==> config.mk <==
export PLATFORM = sky130hd
export DESIGN_NAME = pipe_controller
export DESIGN_NICKNAME = d
export VERILOG_FILES = /design/src/rtl/pipe_controller.sv
export SDC_FILE = /design/constraint.sdc
export NUM_CORES = 1
export LEC_CHECK = 0
export ABC_AREA = 1
export BUFFER_PORTS_ARGS = -buffer_cell sky130_fd_sc_hd__buf_2
export CELL_PAD_IN_SITES_DETAIL_PLACEMENT = 2
export CELL_PAD_IN_SITES_GLOBAL_PLACEMENT = 2
export CORE_ASPECT_RATIO = 1.5
export CORE_UTILIZATION = 27
export DETAILED_ROUTE_END_ITERATION = 6
export HOLD_SLACK_MARGIN = 0.08
export PLACE_DENSITY = 0.75
export REMOVE_ABC_BUFFERS = 1
export SYNTH_ARGS = -nofsm -noshare
export SYNTH_HDL_FRONTEND = slang
export SYNTH_SLANG_ARGS = --single-unit
==> constraint.sdc <==
create_clock -name clk -period 1.59 [get_ports clk]
set_clock_uncertainty 0.05 [all_clocks]
set_input_delay 0.0795 -clock clk [delete_from_list [all_inputs] [get_ports clk]]
set_output_delay 0.0795 -clock clk [all_outputs]
set_load 0.01 [all_outputs]
==> src/rtl/pipe_controller.sv <==
// pipe_controller: pipelined control unit that decodes, checks conditions and carries controls through E/M/W
// Optional feature: define CMP_EN to decode DP cmd 1010 (CMP) as a flag-setting SUB that writes no register.
// Ports: clk, reset (async, active-high); InstrD = instruction[31:12], ALUFlagsE = {N,Z,C,V}, FlushE = E bubble;
//   RegSrcD/ImmSrcD decode selects; ALUSrcE/ALUControlE/BranchTakenE/MemtoRegE execute controls;
//   MemWriteM/RegWriteM memory controls; MemtoRegW/PCSrcW/RegWriteW writeback controls; PCWrPendingF PC write in D/E/M.
module pipe_controller (
  input  logic         clk,
  input  logic         reset,
  input  logic [31:12] InstrD,
  input  logic [3:0]   ALUFlagsE,
  input  logic         FlushE,
  output logic [1:0]   RegSrcD,
  output logic [1:0]   ImmSrcD,
  output logic         ALUSrcE,
  output logic [2:0]   ALUControlE,
  output logic         BranchTakenE,
  output logic         MemtoRegE,
  output logic         MemWriteM,
  output logic         RegWriteM,
  output logic         MemtoRegW,
  output logic         PCSrcW,
  output logic         RegWriteW,
  output logic         PCWrPendingF
);
  logic [3:0] cond, cmd, rd;
  logic [1:0] op;
  logic [5:0] funct;
  logic       unused_rn;
  assign {cond, op, funct} = InstrD[31:20];
  assign cmd = funct[4:1];
  assign rd = InstrD[15:12];
  assign unused_rn = ^InstrD[19:16];
  logic       dp_ok, cmp;
  logic [2:0] dp_alu;
  always_comb begin
    dp_ok = 1'b1;
    cmp = 1'b0;
    dp_alu = 3'b000;
    case (cmd)
      4'b0100: dp_alu = 3'b000;
      4'b0010: dp_alu = 3'b001;
      4'b0000: dp_alu = 3'b010;
      4'b1100: dp_alu = 3'b011;
      4'b0001: dp_alu = 3'b100;
`ifdef CMP_EN
      4'b1010: {dp_alu, cmp} = {3'b001, 1'b1};
`else
`endif
      default: dp_ok = 1'b0;
    endcase
  end
  logic       dp, mem, brn, regw, memw, m2r, alusrc, pcsrc;
  logic [2:0] alu;
  logic [1:0] flagw;
  assign dp = op == 2'b00 && dp_ok;
  assign mem = op == 2'b01;
  assign brn = op == 2'b10;
  assign RegSrcD = brn ? 2'b01 : (mem && !funct[0]) ? 2'b10 : 2'b00;
  assign ImmSrcD = brn ? 2'b10 : mem ? 2'b01 : 2'b00;
  assign alusrc = dp ? funct[5] : mem | brn;
  assign alu = dp ? dp_alu : 3'b000;
  assign regw = (dp & ~cmp) | (mem & funct[0]);
  assign memw = mem & ~funct[0];
  assign m2r = mem & funct[0];
  assign flagw = !dp ? 2'b00 : cmp ? 2'b11 : {funct[0], funct[0] & (cmd == 4'b0100 || cmd == 4'b0010)};
  assign pcsrc = (rd == 4'hf && regw) || brn;
  logic       regw_e_q, memw_e_q, m2r_e_q, pcsrc_e_q, br_e_q, alusrc_e_q;
  logic [2:0] alu_e_q;
  logic [1:0] flagw_e_q;
  logic [3:0] cond_e_q, flags_q, flags_d;
  logic       regw_m_q, memw_m_q, m2r_m_q, pcsrc_m_q, regw_w_q, m2r_w_q, pcsrc_w_q;
  logic       fn, fz, fc, fv, cond_ex;
  assign {fn, fz, fc, fv} = flags_q;
  always_comb begin
    cond_ex = 1'b0;
    case (cond_e_q)
      4'h0: cond_ex = fz;
      4'h1: cond_ex = ~fz;
      4'h2: cond_ex = fc;
      4'h3: cond_ex = ~fc;
      4'h4: cond_ex = fn;
      4'h5: cond_ex = ~fn;
      4'h6: cond_ex = fv;
      4'h7: cond_ex = ~fv;
      4'h8: cond_ex = fc & ~fz;
      4'h9: cond_ex = ~fc | fz;
      4'ha: cond_ex = fn == fv;
      4'hb: cond_ex = fn != fv;
      4'hc: cond_ex = ~fz & (fn == fv);
      4'hd: cond_ex = fz | (fn != fv);
      4'he: cond_ex = 1'b1;
      default: cond_ex = 1'b0;
    endcase
  end
  assign flags_d = {(flagw_e_q[1] & cond_ex) ? ALUFlagsE[3:2] : flags_q[3:2],
                    (flagw_e_q[0] & cond_ex) ? ALUFlagsE[1:0] : flags_q[1:0]};
  always_ff @(posedge clk or posedge reset) begin
    if (reset) begin
      {regw_e_q, memw_e_q, pcsrc_e_q, br_e_q, flagw_e_q} <= '0;
      {m2r_e_q, alusrc_e_q, alu_e_q, cond_e_q} <= '0;
      {regw_m_q, memw_m_q, m2r_m_q, pcsrc_m_q} <= '0;
      {regw_w_q, m2r_w_q, pcsrc_w_q} <= '0;
      flags_q <= '0;
    end else begin
      {regw_e_q, memw_e_q, pcsrc_e_q, br_e_q, flagw_e_q} <= FlushE ? '0 : {regw, memw, pcsrc, brn, flagw};
      {m2r_e_q, alusrc_e_q, alu_e_q, cond_e_q} <= {m2r, alusrc, alu, cond};
      {regw_m_q, memw_m_q, m2r_m_q, pcsrc_m_q} <= {regw_e_q & cond_ex, memw_e_q & cond_ex, m2r_e_q,
                                                   pcsrc_e_q & cond_ex & ~br_e_q};
      {regw_w_q, m2r_w_q, pcsrc_w_q} <= {regw_m_q, m2r_m_q, pcsrc_m_q};
      flags_q <= flags_d;
    end
  end
  assign ALUSrcE = alusrc_e_q;
  assign ALUControlE = alu_e_q;
  assign BranchTakenE = br_e_q & cond_ex;
  assign MemtoRegE = m2r_e_q;
  assign MemWriteM = memw_m_q;
  assign RegWriteM = regw_m_q;
  assign MemtoRegW = m2r_w_q;
  assign PCSrcW = pcsrc_w_q;
  assign RegWriteW = regw_w_q;
  assign PCWrPendingF = pcsrc | pcsrc_e_q | pcsrc_m_q;
endmodule

==> out/results.ini, run 1 <==
[outcome]
outcome=complete, but fails checks
violations=DRC, setup timing

[setup_path]
worst_setup_path_start_kind=flip-flop
timing.reg2reg.setup_slack_ns=0.04
critPathRequiredTime_ns=1.46
timing.critical_path.arrival_ns=1.53
timing_worst_setup_path_type=flip-flop to output port
crit_path_max_fanout=3
setup.worst_path.end_class=output port

[synthesis]
ys_seq_elements=26
synth_top_family_by_area=simple AND/OR/NAND/NOR gates
syn-mean-instance-area_um2=8.24
post_synth_xor_area_fraction_pct=0
syn-instance-count=153
yosys.cell_types.count=18
yosysSeqAreaShare_pct=51.6
synth_compound_gate_area_share_pct=3.17
synth_simple_gate_area_share_pct=31.7
syn_area_um2=1260
synthAdderAreaFrac_pct=3.97
synth.area.mux_share_pct=0
synth-warning-count=0

[pwr]
vdd_drop_max_mv=0.395
total_leakage_power_nw=1.03
powerDensity_nw_per_um2=858

[clock_tree]
clock-root-buffer=clkbuf_8
cts.sink_count=26
h_tree_lvl_count=1
numCtsBuffers=3
tritoncts=yes
clock_tree.buffer_depth=2
clk_pin_slew_ns=0.08
clk-insertion-delay-late_ns=0.26

[drt]
antenna_left=0
remaining_drc_errors=1
post_drt_via_cell_ratio=4.72
drt_first_pass_iters=6
routedWlPerCell_um=14.7
vias=1233
drtIter0Drc=27
drt_wl_total_um=3840

[final_layout]
num-nets-final=245
layout.filler_cells=517
stdcell_area_um2=1820
fin_cells=261
final_core_util_pct=40.3
layout-drive-gt1-share_pct=39.0
areaGrowthSynthToFinish_pct=44.0
antenna-diode-count=0

[sta]
timing.fmax_mhz=604
finalCritPeriodShare_pct=104
setup_total_negative_slack_ns=-0.0666
finalWorstSetupSlack_ns=-0.0666
tightest_slew_ns=0.315
timing_max_transition_violations_final=0
setup_repair_after_global_routing_missed_its_margin=true
final_setup_violations=1
hold_viol=0
slew_headroom_pct=79.0
period_needed_ns=1.66

[place]
dp.final_hpwl_um=2840
placed_cells=237
placed_area_um2=1500
pre_cts_slack_ns=-0.00658
io_buffers=38
gp_congestion=0.743

[floorplanning]
die-width_um=57.8
initial_cell_density_of_the_core_pct=28.0
floorplan.core_area_um2=4500
die_area_um2=4950
die_y_um=85.7
placementRows=30
floorplan.io_pins=43

[global_route]
via_count_of_the_first_global_routing_pass=1436
globalRouteMet3Util_pct=1.81
grt.busiest_layer=met2
grt_pass1_wl_um=6340
grt_util_met1_pct=14.6
grtUsageTotal_pct=17.0
grt_start_max_net_pins=27
grt-ovfl-total=0
met2_use_gr_pct=37.9
grt_antenna_before_repair=0

[worst_hold_path]
worstHoldPathType=input port to flip-flop

[flow_run]
max_cap_viol_count=0

==> stage by stage <==
stage | hold WS (ns) | total power [mW]
after floorplan | 0.0609 | 0.941
after global placement | 0.0900 | 1.04
after detailed placement | 0.116 | 1.07
after CTS | 0.124 | 1.56
after global routing | 0.162 | 1.65
final | 0.121 | 1.56
==> layout by cell type (no fill, tap or decap) <==
cell	n
a21oi_1	3
a21oi_2	3
a31oi_1	1
buf_2	38
buf_4	6
clkbuf_8	4
dfrtp_1	22
dfrtp_2	4
dlygate4sd3_1	15
ha_1	4
inv_1	20
inv_2	6
nand2_1	35
nand2_2	12
nand2_4	1
nand3_1	13
nand3_2	3
nand3_4	1
nand3b_1	2
nor2_1	10
nor2_4	4
nor3_1	3
nor3_2	1
nor4_1	2
==> registers in the layout (all words and copies together), names as in the netlist, 2 cells and up <==
register and flops:
ALUControlE 3, cond_e_q 4, flags_q 4, flagw_e_q 2
==> power breakdown <==
group | total, mW | switching, mW | internal (mW)
registers | 0.748 | 0.0447 | 0.704
logic | 0.400 | 0.232 | 0.169
clock network | 0.410 | 0.189 | 0.221
==> worst max-delay path, stage by stage (launching register included) <==
cell and delay, ns:
dfrtp_1 0.41, inv_2 0.07, nand2_2 0.09, nand2_2 0.08
nand2_1 0.09, nand3_2 0.10, nor2_4 0.13, nand3_4 0.07
nand2_1 0.06, inv_1 0.03, buf_2 0.12
==> path summary, 6_finish.rpt <==
path                              from              to  cells after the start
max reg2reg                cond_e_q[3]      flags_q[0]                      9
max in group asynchronous        reset     cond_e_q[0]                      4
min                         InstrD[15]       pcsrc_e_q                      5
min reg2reg                    m2r_m_q       MemtoRegW                      0
min in group asynchronous        reset  ALUControlE[1]                      4
max                         flags_q[3]    BranchTakenE                     10
==> per-layer routing <==
| layer | up-vias | share of wire, % |
|---|---|---|
| met1 | 614 | 32 |
| met3 | 4 | 2.9 |
| li1 | 590 | - |
| met2 | 25 | 64 |
| met4 | 0 | 0.94 |
| met5 | - | 0 |
==> cells by family (layout without fill, tap and decap cells) <==
kind of cell,Yosys count,in the layout
simple gates,87,87
fa+ha+maj,4,4
buf+inv,29,89
compound gates,7,7
flops,26,26
==> synth_stat cells <==
library cell,count,share of area (%)
dfrtp_1,26,52
a21oi_2,1,0.69
nand3b_1,2,1.2
nor2_2,1,0.50
a21oi_1,5,2.0
nand2_2,6,3.0
inv_2,2,0.60
nor4_1,2,0.99
inv_1,24,7.1
nor3_1,4,1.6
nand3_2,1,0.79
nand2_1,42,12
nand3_4,1,1.4
nand3_1,15,6.0
buf_4,3,1.8
nor2_1,13,3.9
ha_1,4,4.0
a31oi_1,1,0.50
==> cell type report <==
cell class                 instances  area [um2]  area share (%)
clock buffer                       4        55.1            3.03
timing repair buffer              59         385            21.2
inverter                          26        97.6            5.37
sequential                        26         656            36.1
tap                               48        60.1            3.31
multi-input combinational         98         563            31.0
==> what timing repair did <==
item / CTS / global route
setup buffers: 4 / 1
endpoints found under the setup margin: 5 / 9
hold buffers: 15 / 0
hold endpoints to repair: 42 / 0
pin swaps: 7 / 4
gates resized for setup: 17 / 11
Note: power is estimated with default switching activity, not from simulation.
==> run 2: changes to the inputs <==
- REMOVE_ABC_BUFFERS: 1 -> unset
==> run 2 against run 1 <==
The run still ends with DRC, setup timing left. Power fell by 3.8%. Cell area did not move. Hold slack got worse by 0.021 ns. Count of clock-buffer cells in the layout fell by 1. Critical path type unchanged.
==> out/results.ini, run 2 (synthesis results as in run 1) <==
[outcome]
outcome=complete, but fails checks
violations=DRC, setup timing

[sta]
setup_repair_after_global_routing_missed_its_margin=true
tightest_slew_ns=0.317  ; +0.00198 ns
setup_total_negative_slack_ns=-0.0591  ; +0.00744 ns
finalCritPeriodShare_pct=104  ; -0.47 points
timing_max_transition_violations_final=0  ; unchanged
final_setup_violations=1  ; unchanged
minimum_hold_slack_ns=0.100  ; -0.0207 ns
hold_viol=0  ; unchanged
timing.fmax_mhz=606  ; +0.45%
slew_headroom_pct=78.9  ; -0.13 points
finalWorstSetupSlack_ns=-0.0591  ; +0.00744 ns
period_needed_ns=1.65  ; -0.00744 ns

[worst_hold_path]
worstHoldPathType=input port to flip-flop

[place]
io_buffers=38  ; unchanged
pre_cts_slack_ns=0.00660  ; +0.0132 ns
placed_cells=238  ; +0.42%
dp.final_hpwl_um=2700  ; -4.9%
gp_congestion=0.728  ; -2.1%
placed_area_um2=1500  ; +0.50%

[synthesis]
syn-num-nets=184

[floorplanning]
floorplan.core_area_um2=4500  ; unchanged
die_area_um2=4950  ; unchanged
placementRows=30  ; unchanged
initial_cell_density_of_the_core_pct=28.0  ; unchanged
die-width_um=57.8  ; unchanged
die_y_um=85.7  ; unchanged
floorplan.io_pins=43  ; unchanged

[setup_path]
critPathRequiredTime_ns=1.46  ; about the same
timing.critical_path.arrival_ns=1.52  ; about the same
crit_path_max_fanout=4  ; +1
worst_setup_path_start_kind=flip-flop
timing_worst_setup_path_type=flip-flop to output port
setup.worst_path.end_class=output port

[drt]
drtIter0Drc=20  ; -26%
drt_wl_total_um=3530  ; -8.0%
antenna_left=0  ; unchanged
post_drt_via_cell_ratio=4.63  ; -1.9%
remaining_drc_errors=1  ; unchanged
vias=1209  ; -1.9%
drt_first_pass_iters=6  ; unchanged
routedWlPerCell_um=13.5  ; -8.0%

[clock_tree]
clock_tree.buffer_depth=2  ; unchanged
tritoncts=yes
clk-insertion-delay-late_ns=0.26  ; about the same
h_tree_lvl_count=1  ; unchanged
numCtsBuffers=3  ; unchanged
cts.sink_count=26  ; unchanged
clk_pin_slew_ns=0.08  ; about the same
clock-root-buffer=clkbuf_8

[pwr]
powerDensity_nw_per_um2=826  ; -3.8%
total_leakage_power_nw=1.02  ; -0.78%
total_power_mw=1.50  ; -3.8%
vdd_drop_max_mv=0.292  ; -26%

[final_layout]
areaGrowthSynthToFinish_pct=44.0  ; unchanged
final_common_cell=buf_2
fin_cells=261  ; unchanged
layout.filler_cells=526  ; +1.7%
regArea_um2=657  ; +0.19%
antenna-diode-count=0  ; unchanged
num-nets-final=246  ; +0.41%
final_core_util_pct=40.3  ; unchanged
stdcell_area_um2=1820  ; unchanged
multi_input_comb_area_um2=568  ; +0.89%
highest_count_cells_in_the_layout_ignoring_fill_and_taps=38 x buf_2, 36 x nand2_1, 21 x dfrtp_1, 18 x inv_1, 15 x dlygate4sd3_1
layout-drive-gt1-share_pct=40.8  ; +1.9 points

[flow_run]
max_cap_viol_count=0  ; unchanged

[global_route]
via_count_of_the_first_global_routing_pass=1357  ; -5.5%
grt_antenna_before_repair=0  ; unchanged
grt_pass1_wl_um=5840  ; -7.9%
grt_start_max_net_pins=27  ; unchanged
grtUsageTotal_pct=15.4  ; -1.6 points
grt-ovfl-total=0  ; unchanged

run 2: cell count changes in the layout (fill, tap and decap cells not counted):
cell,change
buf_4,+1
clkbuf_8,-1
dfrtp_1,-1
dfrtp_2,+1
inv_1,-2
inv_2,+2
nand2_1,+1
nand2_2,-1
nand3_1,-1
nand3_2,+1
nor2_1,-1
nor2_2,+1
run 2: final cells by class:
type	count	area share, %
repair buffers	60	21.6
well taps	48	3.31
inverters	26	5.37
multi-input cells	98	31.3
clock buffers	3	2.27
flip-flops and latches	26	36.2
run 2: path summary, 6_finish.rpt:
path / from / to / slack, ns / cells after the start
worst max-delay path: cond_e_q[2] / BranchTakenE / -0.06 / 9
worst min-delay path: InstrD[23] / ALUControlE[0] / 0.10 / 3
worst max register to register: cond_e_q[2] / flags_q[0] / 0.01 / 10
worst min register to register: m2r_m_q / MemtoRegW / 0.31 / 0
max in group asynchronous: reset / flags_q[3] / 0.86 / 4
min in group asynchronous: reset / ALUControlE[0] / 0.37 / 4
run 2: critical path, cell delays in order, from the launching register on:
cell     delay, ns
dfrtp_2       0.47
inv_2         0.08
nor2_4        0.11
nand2_1       0.08
a21oi_2       0.18
nor2_4        0.06
nand3_4       0.08
nand2_2       0.05
inv_1         0.04
buf_2         0.11
run 2: report_power, final:
part	switching, mW	total [mW]	internal [mW]
combinational	0.224	0.394	0.170
sequential	0.0475	0.753	0.705
clock	0.183	0.352	0.169
run 2: routing by layer:
layer	track usage [%]	share of wire [%]	vias to the layer above
li1	-	-	591
met5	0	0	-
met3	1.96	3.0	5
met1	15.2	35	587
met4	3.90	1.0	0
met2	31.9	61	26
run 2: repair_timing:
action | CTS | global route
pin swaps | 4 | 6
resized for setup | 17 | 15
setup endpoints to repair | 2 | 8
hold buffers | 15 | 0
hold endpoints to repair | 43 | 0
setup buffers | 5 | 0
